File: src/rtl/traffic_phase_controller.sv
// traffic_phase_controller
//   Four-phase signal controller (0 pedestrian, 1 up, 2 down, 3 turn) with sticky request
//   latching, round-robin phase selection, a minimum-green timer, rest-in-green and a fixed
//   all-red clearance interval between greens.
//
// Ports
//   clock            : rising-edge clock
//   reset            : asynchronous, active-high reset
//   pedestrian_req   : service request, phase 0 (level or pulse)
//   up_req           : service request, phase 1
//   down_req         : service request, phase 2
//   turn_req         : service request, phase 3
//   pedestrian_green : registered green, phase 0
//   up_green         : registered green, phase 1
//   down_green       : registered green, phase 2
//   turn_green       : registered green, phase 3
//   clearing         : high during the all-red clearance interval
//   pending[3:0]     : latched requests {turn, down, up, pedestrian}
module traffic_phase_controller #(
    parameter int unsigned MIN_GREEN    = 8,
    parameter int unsigned CLEAR_CYCLES = 3
) (
    input  logic       clock,
    input  logic       reset,
    input  logic       pedestrian_req,
    input  logic       up_req,
    input  logic       down_req,
    input  logic       turn_req,
    output logic       pedestrian_green,
    output logic       up_green,
    output logic       down_green,
    output logic       turn_green,
    output logic       clearing,
    output logic [3:0] pending
);

    localparam logic [7:0] MinGreen = 8'(MIN_GREEN);
    localparam logic [7:0] ClearLen = 8'(CLEAR_CYCLES);

    typedef enum logic [1:0] {StIdle, StGreen, StClear} state_e;

    state_e     state;
    logic [1:0] phase;
    logic [7:0] green_cnt;
    logic [7:0] clear_cnt;
    logic [3:0] greens;
    // Set by reset: the very first search starts at phase 0 inclusive instead of phase+1.
    logic       search_from_zero;

    logic [3:0] req_vec;
    logic [3:0] pending_d;
    logic [3:0] drop_mask;
    logic [1:0] start;
    logic [1:0] cand;
    logic [1:0] winner;
    logic       found;
    logic       leave_clear;
    logic       enter_green;

    assign req_vec = {turn_req, down_req, up_req, pedestrian_req};

    // Round-robin search over the latched requests. Scanning the offsets from far to near
    // lets the nearest pending phase overwrite any farther one.
    always_comb begin
        start  = search_from_zero ? 2'd0 : phase + 2'd1;
        winner = start;
        found  = 1'b0;
        cand   = start;
        for (int i = 3; i >= 0; i--) begin
            cand = start + 2'(i);
            if (pending[cand]) begin
                winner = cand;
                found  = 1'b1;
            end
        end
    end

    // A phase's request is consumed on the edge it turns green, and any request for the
    // phase currently showing green is discarded.
    always_comb begin
        leave_clear = (state == StClear) && (clear_cnt >= ClearLen);
        enter_green = found && ((state == StIdle) || leave_clear);
        drop_mask   = 4'b0000;
        if (state == StGreen) begin
            drop_mask[phase] = 1'b1;
        end
        if (enter_green) begin
            drop_mask[winner] = 1'b1;
        end
        pending_d = (pending | req_vec) & ~drop_mask;
    end

    always_ff @(posedge clock or posedge reset) begin
        if (reset) begin
            state            <= StIdle;
            phase            <= 2'd0;
            green_cnt        <= 8'd0;
            clear_cnt        <= 8'd0;
            greens           <= 4'b0000;
            clearing         <= 1'b0;
            pending          <= 4'b0000;
            search_from_zero <= 1'b1;
        end else begin
            pending <= pending_d;
            case (state)
                StIdle: begin
                    if (found) begin
                        state            <= StGreen;
                        phase            <= winner;
                        green_cnt        <= 8'd1;
                        greens           <= 4'b0001 << winner;
                        search_from_zero <= 1'b0;
                    end
                end
                StGreen: begin
                    if (green_cnt != 8'hFF) begin
                        green_cnt <= green_cnt + 8'd1;
                    end
                    // Rest in green until the minimum has elapsed and someone else waits.
                    if ((green_cnt >= MinGreen) && (pending != 4'b0000)) begin
                        state     <= StClear;
                        greens    <= 4'b0000;
                        clearing  <= 1'b1;
                        clear_cnt <= 8'd1;
                        green_cnt <= 8'd0;
                    end
                end
                StClear: begin
                    if (leave_clear) begin
                        clearing <= 1'b0;
                        if (found) begin
                            state     <= StGreen;
                            phase     <= winner;
                            green_cnt <= 8'd1;
                            greens    <= 4'b0001 << winner;
                        end else begin
                            state <= StIdle;
                        end
                    end else begin
                        clear_cnt <= clear_cnt + 8'd1;
                    end
                end
                default: begin
                    state    <= StIdle;
                    greens   <= 4'b0000;
                    clearing <= 1'b0;
                end
            endcase
        end
    end

    assign pedestrian_green = greens[0];
    assign up_green         = greens[1];
    assign down_green       = greens[2];
    assign turn_green       = greens[3];

    // Never more than one green, and never a green while clearing.
    a_greens_onehot0: assert property (@(posedge clock) disable iff (reset)
        $onehot0(greens) && !(clearing && (greens != 4'b0000)));

endmodule

File: config.mk
export PLATFORM = sky130hd
export DESIGN_NAME = traffic_phase_controller
export DESIGN_NICKNAME = d
export VERILOG_FILES = /design/src/rtl/traffic_phase_controller.sv
export SDC_FILE = /design/constraint.sdc
export NUM_CORES = 1
export LEC_CHECK = 0
export CAP_MARGIN = 20
export CORE_MARGIN = 2
export CORE_UTILIZATION = 34
export DETAILED_ROUTE_END_ITERATION = 7
export PLACE_DENSITY = 0.5
export SETUP_SLACK_MARGIN = 0.3
export SLEW_MARGIN = 40
export SYNTH_ARGS = -nofsm -noshare
export SYNTH_HDL_FRONTEND = slang
export SYNTH_SLANG_ARGS = --single-unit
File: constraint.sdc
create_clock -name clock -period 7.35 [get_ports clock]
set_clock_uncertainty 0.2 [all_clocks]
set_input_delay 1.1025 -clock clock [delete_from_list [all_inputs] [get_ports clock]]
set_output_delay 1.1025 -clock clock [all_outputs]
set_load 0.05 [all_outputs]
After elaboration in Yosys (flattened, before gate mapping) --
Cells that the tools add are included. Widths: inputs -> output; s select.
Storage, ports and cells: register bits after elaboration 30, bits of input ports 6, output and inout port bits 9, logic and storage cells 102
Operators by class: add/subtract/negate cells 6, $lt $le $gt $ge 10, eq/ne operators 8, shift operators 1, muxes and demuxes 46, bitwise gates (word level) 5, reduce and logical (&&, ||, !) cells 18
Operators by type and width (count):
- $mux 8 | 6
- $pmux 8 s3 | 1
- $mux 2 | 10
- $mux 4 | 5
- $lt 2x3->1 const B | 6
- $add 8x1->8 const B | 2
- $pmux 8 s2 | 1
- $mux 1 | 13
- $pmux 4 s3 | 1
- $reduce_and 3->1 | 4
- $bmux 1 s2 | 4
- $ge 8x2->1 const B | 1
- $ge 8x4->1 const B | 1
- $ne 8x8->1 const B | 1
- $or 4x4->4 | 2
- $ne 2x2->1 const B | 3
- $pmux 2 s3 | 1
- $reduce_and 2->1 | 3
- $logic_and 1x1->1 | 5
- $add 2x1->2 const B | 2
- $add 2x2->2 const B | 2
- $and 4x4->4 | 1
- $demux 1 s2 | 2
- $ge 2x1->1 const B | 2
- other kinds (14) | 15

Logic depth before layout (Yosys ltp) --
Gate-level depths: netlist (run 1).
depth in word-level cells 17, gate-level depth with buffers 8, gate-level depth less buffers 7

Least setup slack after synthesis (run 1) --
No wires, ideal clock.
path kind reg-to-reg, from reg phase[0], to reg greens[1], setup time 0.121 ns, arrival 2.082 ns, required time 7.029 ns, setup slack 4.946 ns, cell stages (with the launch flop) 9, path buffers 1, clock period less this slack 2.404 ns, cell sequence dfrtp_1 > buf_2 > inv_1 > ha_1 > nor2b_1 > a21oi_1 > o221a_2 > a211o_1 > a22o_1
Between the ends: word-level cells in the longest chain between the ends 13, elaborated cells on any way between the ends 25, those cells by class add/sub (4); shift (1); mux (20)
RTL lines:
- start, declared | line 43 | logic [1:0] phase;
- start signal, assigned | line 109 | phase <= winner;
- start signal, assigned | line 133 | phase <= winner;
- $add 2x1->2 (*) | line 65 | start = search_from_zero ? 2'd0 : phase + 2'd1;
- $mux 2 (*) | line 65
- $add 2x2->2 | line 70 | cand = start + 2'(i);
- $bmux 1 s2 | line 71 | if (pending[cand]) begin
- $mux 1 (implied by the code) | line 71
- $mux 2 (4 in series) | line 71
- $shl 1x2->4 | line 111, 135
- $mux 4 (*) | line 107, 131
- $mux 4 | line 129 | if (leave_clear) begin
- $pmux 4 s3 (*) | line 105 | case (state)
- end signal, assigned | line 111 | greens <= 4'b0001 << winner;
- end signal, assigned | line 135 | greens <= 4'b0001 << winner;
- end, declared | line 46 | logic [3:0] greens;
Every way passes the cells marked *; elsewhere a longest branch is shown, timed or not. The select of a mux whose other input is x is not followed. A chain may end at the register's enable or synchronous reset.

Final worst setup path (run 1) --
from reg pending[1], to out pending[1]
RTL lines:
- start, declared | line 34 | output logic [3:0] pending
- start signal, assigned | line 104 | pending <= pending_d;
No word-level cell between the ends.

==> flow_metrics.env, run 1 <==
export IMPL_layout_nets=200
export IMPL_cp_num_buf_inv=1
export IMPL_drt_iter0_drc=62
export IMPL_async_flop_share_pct=100.0
export IMPL_final_antenna_net_count=0
export IMPL_status="completed"
export IMPL_tightest_slew_ns=0.6364
export IMPL_crit_type="flip-flop to output port"
export IMPL_internal_power_uw=503.4
export IMPL_rows=25
export IMPL_cts_root_buf="clkbuf_8"
export IMPL_cp_max_fo=13
export IMPL_die_y_um=74.95
export IMPL_maxCapViolations=0
export IMPL_postCtsSetupBuffers=0
export IMPL_synth_seq_area_share_pct=43.93
export IMPL_clk_pin_slew_ns=0.07
export IMPL_drtPass1Iterations=4
export IMPL_synth_cells=175
export IMPL_synth_edf_count=0
export IMPL_pin_count=15
export IMPL_p_per_area_nw_per_um2=472.2
export IMPL_clock_sinks=30
export IMPL_grt_pass1_wl_um=6099
export IMPL_switching_share_pct=46.85
export IMPL_vias=1335
export IMPL_core_sq_um=4786
export IMPL_htreeDepth=2
export IMPL_slowest_stage="clkdlybuf4s50_1"
export IMPL_drc=0
export IMPL_p_comb_share_pct=51.7
export IMPL_rsz0062_at_grt="no"
export IMPL_wl_per_cell_um=14.14
export IMPL_viasPerCell=5.235
export IMPL_die_width_um=74.95
export IMPL_cts_tree="built"
export IMPL_n_fill_cell=480
export IMPL_diodes=0
export IMPL_holdPathStages=1
export IMPL_holdBufCountCts=0
export IMPL_critPathCaptureType="output port"
export IMPL_antenna_found_initial=0
export IMPL_final_util_pct=41.91
export IMPL_finalSetupTns_ns=0
export IMPL_synth_area_per_cell_sq_um=9.781
export IMPL_fmax_ghz=0.3215
export IMPL_slowest_delay_ns=0.89
export IMPL_finalMaxSlewViolations=0
export IMPL_post_synth_num_cell_types=52
export IMPL_p_clk_share_pct=17.6
export IMPL_post_cts_resized=0
export IMPL_dp_hpwl_um=2584
export IMPL_initial_core_util_pct=35.76
export IMPL_cp_num_cells=1
export IMPL_switchingPower_uw=443.7
export IMPL_drive_above_1_share_pct=11.17
export IMPL_synth_top_area_share_pct=42.40
export IMPL_synth_main_ff_cell="dfrtp_1"
export IMPL_synth_commonest_cells="29 x dfrtp_1, 14 x nor2_1, 12 x nand2_1, 11 x a21oi_1, 9 x and2_1"
export IMPL_synth_area_leaders="dfrtp_1 42%, ha_1 5.1%, and2_1 3.3%, a21oi_1 3.2%, nor2_1 3.1%"
export IMPL_place_gp_congestion=0.8339
export IMPL_grtUsageTotal_pct=14.39
export IMPL_numPortBuffers=14
export IMPL_r2r_setup_slack_ns=4.62
export IMPL_area_growth_pct=17.18
export IMPL_finalHoldViolCount=0
export IMPL_worstSkewPairLatency_ns=0.28
export IMPL_synth_top_cell_by_area="dfrtp_1"
export IMPL_yosysWarnings=0
export IMPL_grt_max_degree=31
export IMPL_path_cells="clkdlybuf4s50_1"
export IMPL_p_leak_nw=0.8684
export IMPL_seq_power_share_pct=30.7
export IMPL_crit_family="buffers and inverters"
export IMPL_grt_ovfl_total=0
export IMPL_synth_nets=188
export IMPL_hold_class="flip-flop to flip-flop"
export IMPL_finalWirelength_um=3605
export IMPL_final_setup_viol_count=0
export IMPL_synth_most_common_cell="dfrtp_1"
export IMPL_dieArea_sq_um=5618
export IMPL_critPathArrivalTime_ns=1.81
export IMPL_cts_buffer_depth=2
export IMPL_finalCritPeriodShare_pct=42.32
export IMPL_ys_ff_latch=30
export IMPL_grt_pass1_vias=1271
export IMPL_peakVddDrop_mv=0.1907
export IMPL_numCtsBuffers=5
export IMPL_netlist_area_sq_um=1712
export IMPL_required_ns=6.05
export IMPL_worstSetupStartpointType="flip-flop"
export IMPL_layout_min_cycle_time_ns=3.111
export IMPL_max_slew_margin_rel_pct=57.49
export IMPL_worstRegToRegCells=7
[per-stage QoR]
step	hold WS [ns]	instance area [sq um]	setup WS (ns)	power [mW]	std cells
global route	0.3092	2006	4.178	1.023	255
floorplan	0.2539	1712	4.946	0.6660	175
CTS	0.2938	2003	4.231	0.9550	255
finish	0.2908	2006	4.239	0.9471	255
global placement	0.2668	1889	4.578	0.7637	247
detailed placement	0.2712	1889	4.553	0.7833	247
[cell type report]
| cell class | instances | area, sq um | area share, % |
|---|---|---|---|
| timing repair buffer | 15 | 147.6 | 7.361 |
| clock buffer | 5 | 68.82 | 3.431 |
| sequential | 30 | 752.0 | 37.49 |
| clock inverter | 3 | 45.04 | 2.246 |
| tap | 67 | 83.83 | 4.180 |
| inverter | 8 | 30.03 | 1.497 |
| multi-input combinational | 127 | 878.3 | 43.79 |
[cell usage in the layout, fill, tap and decap left out, types with 2 or more instances in the layout]
| cell type | instances |
|---|---|
| a221oi_2 | 3 |
| nand2b_1 | 2 |
| and2_1 | 9 |
| a211oi_1 | 2 |
| xnor2_1 | 2 |
| a21oi_1 | 11 |
| clkdlybuf4s50_1 | 14 |
| ha_1 | 7 |
| inv_1 | 8 |
| clkbuf_8 | 5 |
| nor2_1 | 14 |
| and3_1 | 3 |
| nor3_1 | 3 |
| dfrtp_1 | 29 |
| o22ai_1 | 3 |
| clkinvlp_4 | 2 |
| mux2i_1 | 2 |
| o21ai_0 | 8 |
| a22o_1 | 3 |
| nand2_1 | 12 |
| o31a_1 | 2 |
| a31oi_1 | 8 |
| o21a_1 | 2 |
| nor2b_1 | 4 |
[layer usage]
| metal | global-route usage (%) | vias up | wire, um |
|---|---|---|---|
| met4 | 4.365 | 0 | 44 |
| met1 | 19.44 | 638 | 1735 |
| met2 | 22.51 | 27 | 1712 |
| met3 | 4.016 | 6 | 112 |
| met5 | 0 | - | 0 |
| li1 | - | 664 | - |
[cells by family (layout without fill, tap and decap cells)]
family	count (synthesis)	after routing	synth area share [%]
compound gates	56	56	23.98
buf+inv	18	31	4.897
simple gates	60	60	19.88
xor+xnor	2	2	1.024
fa+ha+maj	7	7	5.117
flops	30	30	43.93
mux	2	2	1.170
[path summary, 6_finish.rpt]
| kind | from | to |
|---|---|---|
| hold reg to reg | clear_cnt[3] | clear_cnt[3] |
| setup / recovery | pending[1] | pending[1] |
| hold / removal | clear_cnt[3] | clear_cnt[3] |
| max in group asynchronous | reset | search_from_zero |
| min in group asynchronous | reset | clear_cnt[4] |
| setup reg to reg | phase[0] | greens[3] |
[state kept, by name, summed over array words and instances (netlist names)]
signal,cells
greens,4
green_cnt,8
phase,2
clear_cnt,8
clearing,1
search_from_zero,1
state,2
pending,4
[power by group through the flow]
stage                     Sequential, mW  Clock, mW  Combinational (mW)
after floorplan                    0.311          0               0.355
after global placement             0.288          0               0.476
after detailed placement           0.293          0               0.491
after CTS                          0.289      0.173               0.493
after global routing               0.299      0.182               0.542
final                              0.291      0.167               0.490
Note: power is estimated with default switching activity, not from simulation.
==> inputs of run 2 (changes only) <==
==> constraint.sdc (replaced) <==
create_clock -name clock -period 3.26 [get_ports clock]
set_clock_uncertainty 0.2 [all_clocks]
set_input_delay 0.489 -clock clock [delete_from_list [all_inputs] [get_ports clock]]
set_output_delay 0.489 -clock clock [all_outputs]
set_load 0.05 [all_outputs]
==> run 2 against run 1 <==
  * Sequential share of layout area rose by 0.57 points
  * Cell count did not move
  * Routed wire length fell by 0.61%
  * Clock-buffer cell count did not move
  * Largest power group unchanged
  * Critical endpoint is now pending[2]
  * Register-to-register slack got worse by 4.1 ns
  * Highest routed layer unchanged
==> flow_metrics.env, run 2 (same netlist as run 1, synthesis figures left out) <==
export IMPL_status="completed"
export IMPL_cts_tree="built"
export IMPL_antenna_found_initial=0
export IMPL_finalWirelength_um=3583
export IMPL_hold_class="flip-flop to flip-flop"
export IMPL_layout_min_cycle_time_ns=2.712
export IMPL_maxCapViolations=0
export IMPL_numCtsBuffers=5
export IMPL_clock_sinks=30
export IMPL_crit_type="flip-flop to flip-flop"
export IMPL_finalHoldViolCount=0
export IMPL_max_slew_margin_rel_pct=53.56
export IMPL_diodes=0
export IMPL_finalCritPeriodShare_pct=83.20
export IMPL_die_y_um=74.95
export IMPL_grt_pass1_vias=1269
export IMPL_holdBufCountCts=0
export IMPL_viasPerCell=5.345
export IMPL_critPathArrivalTime_ns=2.63
export IMPL_dieArea_sq_um=5618
export IMPL_tightest_slew_ns=0.6924
export IMPL_core_sq_um=4786
export IMPL_final_antenna_net_count=0
export IMPL_cts_root_buf="clkbuf_8"
export IMPL_critPathCaptureType="flip-flop"
export IMPL_peakVddDrop_mv=0.3756
export IMPL_worstSetupStartpointType="flip-flop"
export IMPL_die_width_um=74.95
export IMPL_rsz0062_at_grt="no"
export IMPL_slowest_stage="dfrtp_1"
export IMPL_required_ns=3.18
export IMPL_p_leak_nw=0.8649
export IMPL_drive_above_1_share_pct=10.64
export IMPL_rows=25
export IMPL_grt_ovfl_total=0
export IMPL_drt_iter0_drc=147
export IMPL_slowest_delay_ns=0.56
export IMPL_path_cells="inv_1, ha_1, nor2b_1, a21oi_1, o221a_2, a211oi_2, a221oi_1"
export IMPL_dp_slack_ns=0.6108
export IMPL_r2r_setup_slack_ns=0.55
export IMPL_top_regs="clear_cnt: 8 flops, green_cnt: 8 flops"
export IMPL_grt_max_degree=31
export IMPL_wl_per_cell_um=14.05
export IMPL_htreeDepth=2
export IMPL_final_util_pct=41.28
export IMPL_finalMaxSlewViolations=0
export IMPL_grtUsageTotal_pct=14.72
export IMPL_final_setup_viol_count=0
export IMPL_p_per_area_nw_per_um2=1028
export IMPL_post_cts_resized=0
export IMPL_worstSkewPairLatency_ns=0.28
export IMPL_clk_pin_slew_ns=0.07
export IMPL_cts_buffer_depth=2
export IMPL_initial_core_util_pct=35.76
export IMPL_final_common_cell="dfrtp_1"
export IMPL_finalWorstSetupSlack_ns=0.5476
export IMPL_layout_nets=201
export IMPL_drc=0
export IMPL_dp_hpwl_um=2533
export IMPL_vias=1363
export IMPL_drtPass1Iterations=4
export IMPL_layout_common_cells="29 x dfrtp_1, 14 x nor2_1, 14 x clkdlybuf4s50_1"
export IMPL_grt_pass1_wl_um=6210
export IMPL_numPortBuffers=14
export IMPL_finalSetupTns_ns=0
export IMPL_fmax_ghz=0.3687
export IMPL_total_power_mw=2.031
export IMPL_area_growth_pct=15.42
export IMPL_place_gp_congestion=0.8523
export IMPL_cp_max_fo=12
export IMPL_postCtsSetupBuffers=0
export IMPL_pin_count=15
run 2: cell types whose count changed in the layout (fill, tap and decap cells not counted), sizes merged:
cell	before	now
buf	1	2
bufinv	1	0
clkinv	0	2
clkinvlp	2	0
run 2: final cells by class:
| cell class | instances | area [sq um] |
|---|---|---|
| fill | 476 | 2810 |
| multi-input combinational | 127 | 875.8 |
| sequential | 30 | 752.0 |
| timing repair buffer | 16 | 155.1 |
| tap | 67 | 83.83 |
| clock buffer | 5 | 68.82 |
| inverter | 8 | 30.03 |
| clock inverter | 2 | 10.01 |
run 2: critical path: cells and delay by family (launching register included):
| family | cells | cell delay [ns] |
|---|---|---|
| buf+inv | 1 | 0.15 |
| compound gates | 4 | 0.97 |
| fa+ha+maj | 1 | 0.39 |
| simple gates | 1 | 0.28 |
| flops | 1 | 0.56 |
run 2: final timing paths:
path,endpoint,from,depth (start not counted)
max,pending[2],phase[0],7
min,greens[3],greens[3],2
max reg2reg,pending[2],phase[0],7
min reg2reg,greens[3],greens[3],2
max in group asynchronous,search_from_zero,reset,3
min in group asynchronous,phase[1],reset,3
run 2: metrics by stage:
step | hold WS (ns) | instance area, sq um | instances
after floorplan | 0.2539 | 1712 | 175
after global placement | 0.2705 | 1897 | 248
final | 0.2877 | 1976 | 255
after CTS | 0.2919 | 1976 | 255
after detailed placement | 0.2722 | 1897 | 248
after global routing | 0.3081 | 1976 | 255
run 2: metal layers:
layer | GRT usage [%] | routed length (um)
met5 | 0 | 0
met4 | 4.167 | 22
met3 | 4.953 | 173
met2 | 22.61 | 1693
met1 | 19.85 | 1694
run 2: where the power goes:
part	internal, mW	switching [mW]	leakage, nW
logic	0.439	0.661	0.443
registers	0.476	0.183	0.378
clock network	0.143	0.130	0.0438
==> inputs of run 3 (changes only) <==
--- a/config.mk
+++ b/config.mk
@@ -9,7 +9,7 @@
 export CORE_MARGIN = 2
 export CORE_UTILIZATION = 34
 export DETAILED_ROUTE_END_ITERATION = 7
-export PLACE_DENSITY = 0.5
+export PLACE_DENSITY = 0.52
 export SETUP_SLACK_MARGIN = 0.3
 export SLEW_MARGIN = 40
 export SYNTH_ARGS = -nofsm -noshare
==> constraint.sdc (replaced) <==
create_clock -name clock -period 2.4 [get_ports clock]
set_clock_uncertainty 0.2 [all_clocks]
set_input_delay 0.36 -clock clock [delete_from_list [all_inputs] [get_ports clock]]
set_output_delay 0.36 -clock clock [all_outputs]
set_load 0.05 [all_outputs]
==> run 3 against run 2 <==
  * Critical path depth unchanged
  * Clock-buffer cell count increased by 1
  * Cell count increased by 5.1%
  * Via count increased by 3.3%
  * Critical path type unchanged
  * Clock power increased by 58%
  * Fmax increased by 19%
  * Sequential share of layout area decreased by 2.8 points
  * Utilization increased by 3.6 points
  * Largest cell class unchanged
  * Critical endpoint is now pending[3]
  * Sequential power increased by 32%
  * Non-clock buffer count increased by 12
==> flow_metrics.env, run 3 (same netlist as run 1, synthesis figures left out) <==
export IMPL_status="completed"
export IMPL_seq_area_sq_um=757.0
export IMPL_r2r_end="pending[3]"
export IMPL_multiInputGateArea_sq_um=938.4
export IMPL_viasPerCell=5.254
export IMPL_die_y_um=74.95
export IMPL_cp_num_buf_inv=1
export IMPL_grt_ovfl_total=0
export IMPL_cp_max_fo=6
export IMPL_finalMaxSlewViolations=0
export IMPL_worstRegToRegCells=7
export IMPL_clk_pin_slew_ns=0.07
export IMPL_htreeDepth=2
export IMPL_cts_tree="built"
export IMPL_worstSkewPairLatency_ns=0.28
export IMPL_path_cells="inv_4, ha_4, or3b_1, o211ai_2, nand3_2, a211o_1, a221oi_2"
export IMPL_drtPass1Iterations=4
export IMPL_finalWirelength_um=4029
export IMPL_max_slew_margin_rel_pct=63.22
export IMPL_vias=1408
export IMPL_reg2reg_from="phase[0]"
export IMPL_cts_buffer_depth=2
export IMPL_finalCritPeriodShare_pct=94.87
export IMPL_finalSetupTns_ns=0
export IMPL_finalHoldViolCount=0
export IMPL_numCtsBuffers=5
export IMPL_place_gp_congestion=0.8008
export IMPL_crit_family="compound AO/OA/AOI/OAI gates"
export IMPL_wl_per_cell_um=15.03
export IMPL_critPathCaptureType="flip-flop"
export IMPL_grt_pass1_vias=1430
export IMPL_required_ns=2.36
export IMPL_die_width_um=74.95
export IMPL_holdBufCountCts=0
export IMPL_cts_root_buf="clkbuf_8"
export IMPL_layout_nets=213
export IMPL_rsz0062_at_grt="yes"
export IMPL_rows=25
export IMPL_top_regs="clear_cnt: 8 flops, green_cnt: 8 flops"
export IMPL_fmax_ghz=0.4392
export IMPL_tightest_slew_ns=0.5484
export IMPL_drt_iter0_drc=57
export IMPL_final_util_pct=44.86
export IMPL_dr_wl_met3_um=110
export IMPL_final_common_cell="dfrtp_1"
export IMPL_slowest_delay_ns=0.41
export IMPL_dieArea_sq_um=5618
export IMPL_numPortBuffers=14
export IMPL_n_fill_cell=458
export IMPL_antenna_found_initial=0
export IMPL_crit_type="flip-flop to flip-flop"
export IMPL_clock_sinks=30
export IMPL_peakVddDrop_mv=0.6906
export IMPL_drive_above_1_share_pct=24.38
export IMPL_wl_met2_um=2001
export IMPL_maxCapViolations=0
export IMPL_area_growth_pct=25.44
export IMPL_final_setup_viol_count=0
export IMPL_drc=0
export IMPL_hold_class="primary input to asynchronous set/reset pin"
export IMPL_initial_core_util_pct=35.76
export IMPL_slowest_stage="dfrtp_1"
export IMPL_drt_met1_wl_um=1838
export IMPL_layout_min_cycle_time_ns=2.277
export IMPL_grt_max_degree=31
export IMPL_grtUsageTotal_pct=16.58
export IMPL_layout_common_cells="25 x dfrtp_1, 14 x buf_4, 13 x nor2_1"
export IMPL_cp_num_cells=7
export IMPL_critPathArrivalTime_ns=2.24
export IMPL_grt_pass1_wl_um=6975
export IMPL_final_antenna_net_count=0
export IMPL_diodes=0
export IMPL_routed_top_layer="met4"
export IMPL_r2r_setup_slack_ns=0.12
export IMPL_pin_count=15
export IMPL_dp_hpwl_um=2775
export IMPL_p_per_area_nw_per_um2=1487
export IMPL_worstSetupStartpointType="flip-flop"
export IMPL_core_sq_um=4786
export IMPL_p_leak_nw=0.9376
[run 3: metrics by stage]
| stage | power, mW | std cells | hold WS, ns | worst slack (ns) | instance area [sq um] |
|---|---|---|---|---|---|
| final | 3.193 | 268 | 0.2519 | 0.1231 | 2147 |
| after global routing | 3.451 | 268 | 0.2926 | 0.05643 | 2147 |
| after CTS | 3.070 | 267 | 0.2610 | 0.1839 | 2103 |
| after detailed placement | 2.542 | 254 | 0.2716 | 0.1219 | 1963 |
| after global placement | 2.476 | 254 | 0.2706 | 0.1746 | 1963 |
| after floorplan | 2.091 | 175 | 0.2499 | 0.1986 | 1739 |
[run 3: layer usage]
metal  vias up  global-route usage (%)
met5         -                       0
met4         0                   6.151
met3         7                   5.087
met2        23                   26.61
met1       692                   21.10
li1        686                       -
[run 3: what timing repair did]
action / in CTS / in global routing
endpoints found under the hold margin: 0 / 0
pin swaps: 5 / 4
setup buffers: 5 / 1
gates resized for setup: 8 / 8
setup endpoints to repair: 14 / 16
[run 3: worst max path at each step]
stage | from | to | slack (ns)
finish | phase[0] | pending[3] | 0.12
global placement | phase[1] | pending[3] | 0.17
floorplan | phase[0] | greens[1] | 0.20
global route | phase[0] | pending[3] | 0.06
detailed placement | phase[1] | greens[3] | 0.12
CTS | phase[0] | pending[3] | 0.18
[run 3: cell type report]
cell class,instances,share of cell area [%]
Clock buffer,6,3.846
Timing Repair Buffer,28,11.19
Tap cell,67,3.904
Inverter,8,1.515
Multi-Input combinational cell,127,43.71
Sequential cell,30,35.26
Clock inverter,2,0.5828
[run 3: worst register-to-register path, cell delays in order, from the launching register on]
cell and delay [ns]:
dfrtp_1 0.41, inv_4 0.07, ha_4 0.22, or3b_1 0.36, o211ai_2 0.10, nand3_2 0.14
a211o_1 0.35, a221oi_2 0.32
[run 3: power by group]
part           total (mW)  internal, mW  leakage (nW)  switching, mW
Sequential          0.867         0.654         0.375          0.213
Clock               0.431         0.230        0.0472          0.200
Combinational        1.90         0.807         0.515           1.09
Total                3.19          1.69         0.938           1.50
